$ cat src/rtl/systolic_seq_ctrl_pkg.sv
// Shared types and sizing helpers for the systolic matrix-multiply sequencer.
package systolic_pkg;

  typedef enum logic [2:0] {
    IDLE  = 3'd0,
    CLEAR = 3'd1,
    FEED  = 3'd2,
    DRAIN = 3'd3,
    DONE  = 3'd4
  } seq_state_t;

  function automatic int feed_len(input int size);
    return 2 * size - 1;
  endfunction

  function automatic int drain_len(input int size);
    return size - 1;
  endfunction

  function automatic int idx_w(input int size);
    return $clog2(2 * size - 1);
  endfunction

endpackage

$ cat src/rtl/systolic_seq_ctrl_counter.sv
// Phase counter with synchronous clear; tc flags the last count of an enabled phase.
module tc_counter #(
  parameter int W = 3
) (
  input  logic         clock,
  input  logic         nreset,
  input  logic         clr,
  input  logic         en,
  input  logic [W-1:0] tc_val,
  output logic [W-1:0] cnt,
  output logic         tc
);

  logic [W-1:0] cnt_q, cnt_d;

  // Next count: clear has priority over increment.
  always_comb begin
    cnt_d = cnt_q;
    if (clr) begin
      cnt_d = '0;
    end else if (en) begin
      cnt_d = cnt_q + {{(W-1){1'b0}}, 1'b1};
    end else begin
      cnt_d = cnt_q;
    end
  end

  // Count register.
  always_ff @(posedge clock) begin
    if (!nreset) begin
      cnt_q <= '0;
    end else begin
      cnt_q <= cnt_d;
    end
  end

  assign cnt = cnt_q;
  assign tc  = en && (cnt_q == tc_val);

endmodule

$ cat src/rtl/systolic_seq_ctrl.sv
// Start/done handshaked sequencer for one SIZExSIZE systolic matrix multiply:
// load, clear accumulators, feed 2*SIZE-1 skewed wavefronts, drain SIZE-1 cycles.
module systolic_seq_ctrl
  import systolic_pkg::*;
#(
  parameter int SIZE  = 3,
  parameter int WIDTH = 4
) (
  input  logic                         clock,
  input  logic                         nreset,
  input  logic                         start,
  output logic                         start_ready,
  input  logic                         abort,
  output logic                         load_en,
  output logic                         pe_clear,
  output logic                         pe_en,
  output logic                         feed_valid,
  output logic [$clog2(2*SIZE-1)-1:0]  feed_idx,
  output logic                         done,
  input  logic                         done_ack,
  output logic                         busy
);

  localparam int            IW         = idx_w(SIZE);
  localparam logic [IW-1:0] FEED_LAST  = IW'(feed_len(SIZE) - 1);
  localparam logic [IW-1:0] DRAIN_LAST = IW'(drain_len(SIZE) - 1);
  // A degenerate configuration never accepts a job.
  localparam logic          CFG_OK     = (SIZE >= 2) && (WIDTH >= 1);

  seq_state_t    state_q, state_d;
  logic          start_ready_q, pe_clear_q, pe_en_q, feed_valid_q, done_q, busy_q;
  logic          cnt_clr_s, cnt_en_s, cnt_tc_s;
  logic [IW-1:0] tc_val_s;

  // Counter runs only in FEED/DRAIN and restarts at every phase boundary or abort.
  always_comb begin
    cnt_en_s  = (state_q == FEED) || (state_q == DRAIN);
    tc_val_s  = (state_q == FEED) ? FEED_LAST : DRAIN_LAST;
    cnt_clr_s = !cnt_en_s || cnt_tc_s || abort;
  end

  tc_counter #(.W(IW)) u_phase_cnt (
    .clock  (clock),
    .nreset (nreset),
    .clr    (cnt_clr_s),
    .en     (cnt_en_s),
    .tc_val (tc_val_s),
    .cnt    (feed_idx),
    .tc     (cnt_tc_s)
  );

  // Next-state decode; unknown encodings fall back to IDLE.
  always_comb begin
    state_d = state_q;
    case (state_q)
      IDLE:    if (start && CFG_OK) state_d = CLEAR; else state_d = IDLE;
      CLEAR:   if (abort) state_d = IDLE; else state_d = FEED;
      FEED:    if (abort) state_d = IDLE; else if (cnt_tc_s) state_d = DRAIN; else state_d = FEED;
      DRAIN:   if (abort) state_d = IDLE; else if (cnt_tc_s) state_d = DONE; else state_d = DRAIN;
      DONE:    if (done_ack) state_d = IDLE; else state_d = DONE;
      default: state_d = IDLE;
    endcase
  end

  // State register with outputs decoded from the next state so they come from flops.
  always_ff @(posedge clock) begin
    if (!nreset) begin
      state_q       <= IDLE;
      start_ready_q <= 1'b1;
      pe_clear_q    <= 1'b0;
      pe_en_q       <= 1'b0;
      feed_valid_q  <= 1'b0;
      done_q        <= 1'b0;
      busy_q        <= 1'b0;
    end else begin
      state_q       <= state_d;
      start_ready_q <= (state_d == IDLE);
      pe_clear_q    <= (state_d == CLEAR);
      pe_en_q       <= (state_d == FEED) || (state_d == DRAIN);
      feed_valid_q  <= (state_d == FEED);
      done_q        <= (state_d == DONE);
      busy_q        <= (state_d != IDLE);
    end
  end

  assign load_en     = start && nreset && (state_q == IDLE) && CFG_OK;
  assign start_ready = start_ready_q;
  assign pe_clear    = pe_clear_q;
  assign pe_en       = pe_en_q;
  assign feed_valid  = feed_valid_q;
  assign done        = done_q;
  assign busy        = busy_q;

endmodule
$ cat config.mk
export PLATFORM = sky130hd
export DESIGN_NAME = systolic_seq_ctrl
export DESIGN_NICKNAME = d
export VERILOG_FILES = /design/src/rtl/systolic_seq_ctrl_pkg.sv /design/src/rtl/systolic_seq_ctrl_counter.sv /design/src/rtl/systolic_seq_ctrl.sv
export SDC_FILE = /design/constraint.sdc
export NUM_CORES = 1
export LEC_CHECK = 0
export CAP_MARGIN = 20
export CORE_AREA = 2 2 45 47
export DETAILED_ROUTE_END_ITERATION = 7
export DIE_AREA = 0 0 47 49
export SLEW_MARGIN = 20
export SYNTH_ARGS = -nofsm -noshare
export SYNTH_HDL_FRONTEND = slang
export SYNTH_HIERARCHICAL = 1
export SYNTH_SLANG_ARGS = --single-unit
$ cat constraint.sdc
create_clock -name clock -period 2.8 [get_ports clock]
set_input_delay 0.84 -clock clock [delete_from_list [all_inputs] [get_ports clock]]
set_output_delay 0.84 -clock clock [all_outputs]
set_load 0.02 [all_outputs]
==> flow_metrics.tcl <==
set metrics [dict create \
    synth_fa_ha_area_share_pct 2.44 \
    p_sw_share_pct 22.9 \
    mostFrequentLayoutCell "clkdlybuf4s50_1" \
    hp-class "reg -> reg" \
    area_growth_pct 44.9 \
    dr.max_layer_used "met4" \
    m1WireLength_um 409 \
    crit_chain "clkdlybuf4s50_1, or3b_4, nor2_1, buf_4" \
    wl_per_cell_um 9.51 \
    hold_buffers 0 \
    clk_pin_slew_worst_paths_ps 70 \
    p_int_mw 0.281 \
    crit_required_ps 1960 \
    synth_cell_type_count 23 \
    hold_viol 0 \
    drt_iter0_markers 4 \
    cts_num_sinks 12 \
    dp_hpwl_um 742 \
    hold_slack_ps 564 \
    synth_fp_nets 59 \
    routed-wl-met3_um 46 \
    finalSetupViolCount 0 \
    die-area_mm2 0.00230 \
    htreeDepth 1 \
    drt_pass1_iterations 4 \
    antenna_found_initial 0 \
    num_rows 16 \
    critPathMaxStageDelay_ps 450 \
    synth_mux_area_share_pct 1.95 \
    core-area_mm2 0.00184 \
    p_leak_nw 0.276 \
    portBuffers 14 \
    viasPerCell 4.29 \
    antenna_cells 0 \
    grt-ovfl-total 0 \
    avgSynthCellArea_um2 9.68 \
    start_kind "input pin" \
    ant_nets 0 \
    pwr-share-comb_pct 12.6 \
    drc 0 \
    place_congestion 0.758 \
    drive_above_1_share_pct 16.2 \
    nets 81 \
    cts_buffer_depth 2 \
    crit_arrival_ps 1910 \
    syn_inst 53 \
    syn_area_um2 513 \
    ir_drop_mv 0.259 \
    min_period_ps 2750 \
    die_w_um 47 \
    fin_skew_ps 5.38 \
    power.switching_mw 0.0832 \
    globalRouteTotalUtil_pct 10.1 \
    slew_viol_final 0 \
    status "complete, no violations" \
    period_share_pct 98.1 \
    grt_pass1_vias 390 \
    fin_total_pwr_mw 0.364 \
    max_freq_mhz 364 \
    die_h_um 49 \
    synth_compound_area_share_pct 11.5 \
    vias 433 \
    yosys.area_share.simple_pct 25.9 \
    p_per_area_mw_per_mm2 490 \
    crit_path_end_kind "output port" \
    drt-total-wl_um 961 \
    wl_met2_um 464 \
    synth_xor_area_share_pct 8.54 \
    rsz0062_at_grt "false" \
    seqPwrFrac_pct 49.4 \
    boundaryPins 15 \
    yosys_warnings 6 \
    start_util_pct 27.9 \
    layout_common_cells "clkdlybuf4s50_1, dfxtp_1, nor2_1" \
    synth_seq_cells 12 \
    cts_buffers 3 \
    grt_max_degree 8 \
    maxCapViolations 0 \
    worstPathMaxFanout 2 \
    seq_area_frac_synth_pct 46.8 \
    clkPwrFrac_pct 38.0 \
    clock_latency_ps 280 \
    grt_pass1_wl_mm 1.59 \
    worst_path_max_delay_cell "clkdlybuf4s50_1" \
    crit_type "in -> out" \
    cts_tree "yes" \
    synth_top_family_by_area "simple AND/OR/NAND/NOR gates" \
    clockRootBuffer "clkbuf_4" \
]
[state kept, by name, indices dropped and copies added (netlist names)]
name and cells:
start_ready 1, done 1, pe_en 1, pe_clear 1, busy 1, u_phase_cnt/cnt 3
feed_valid 1, state_q 3
[cells in the mapped netlist]
library cell	n	area share [%]
dfxtp_1	12	47
nor2_1	6	4.4
xnor2_1	5	8.5
inv_1	3	2.2
nor3b_1	3	4.4
a21oi_1	2	2.0
nand2b_1	2	2.4
o21a_1	2	2.9
o21ai_0	2	2.0
or2_1	2	2.4
or3_1	2	2.4
a21bo_2	1	2.0
a21oi_2	1	1.7
and4_1	1	1.7
conb_1	1	0.73
ha_1	1	2.4
mux2i_1	1	2.0
nand2b_2	1	1.7
nand3_1	1	0.97
nand3b_1	1	1.5
nand4b_1	1	1.7
o21ai_1	1	0.97
or3b_4	1	2.2
[metrics by stage]
step                      worst slack [ps]  cell area, um2  instances  util (%)  TNS, ps
after detailed placement              -398             709         97      38.5     -398
final                                 53.6             743        101      40.4        0
after CTS                             41.1             741        101      40.2        0
after global placement                -383             709         97      38.5     -383
after global routing                  9.74             743        101      40.4        0
after floorplan                        443             513         53         -        0
[path summary, 6_finish.rpt]
| kind | startpoint | endpoint | cells after the start | slack [ps] |
|---|---|---|---|---|
| setup / recovery | start | load_en | 4 | 50 |
| hold / removal | u_phase_cnt/cnt[1] | u_phase_cnt/cnt[1] | 2 | 560 |
| setup reg to reg | state_q[1] | u_phase_cnt/cnt[2] | 7 | 970 |
| hold reg to reg | u_phase_cnt/cnt[1] | u_phase_cnt/cnt[1] | 2 | 560 |
[worst max-delay path: cells and delay by family]
family        cells  cell delay, ps
buf+inv           2             600
simple gates      2             470
[timing repair]
item,CTS,global route
endpoints found under the setup margin,1,1
gates resized for setup,4,1
cloned,0,0
setup buffers,0,0
[cell families after synthesis]
logic type      after synthesis
compound gates                9
xor+xnor                      5
fa+ha+maj                     1
buf+inv                       3
flops                        12
mux                           1
other cells                   1
simple gates                 21
[routing by layer]
| metal | up-vias | GRT usage (%) |
|---|---|---|
| met5 | - | 0 |
| met4 | 0 | 9.72 |
| met3 | 4 | 2.22 |
| met2 | 11 | 13.9 |
| met1 | 198 | 12.0 |
| li1 | 220 | - |
[power groups by stage]
stage               clock network [mW]  logic [mW]  registers (mW)
global route                     0.154      0.0501           0.181
finish                           0.138      0.0460           0.180
global placement                     0      0.0465           0.184
detailed placement                   0      0.0465           0.184
CTS                              0.141      0.0461           0.180
floorplan                            0      0.0186           0.188
[final cells by class]
cell class                      instances  area [um2]
Fill cell                             193        1100
Multi-Input combinational cell         38         262
Inverter                                3        11.3
Clock buffer                            4        36.3
Tap cell                               27        33.8
Sequential cell                        12         240
Timing Repair Buffer                   17         160
(Power assumes the default switching activity.)
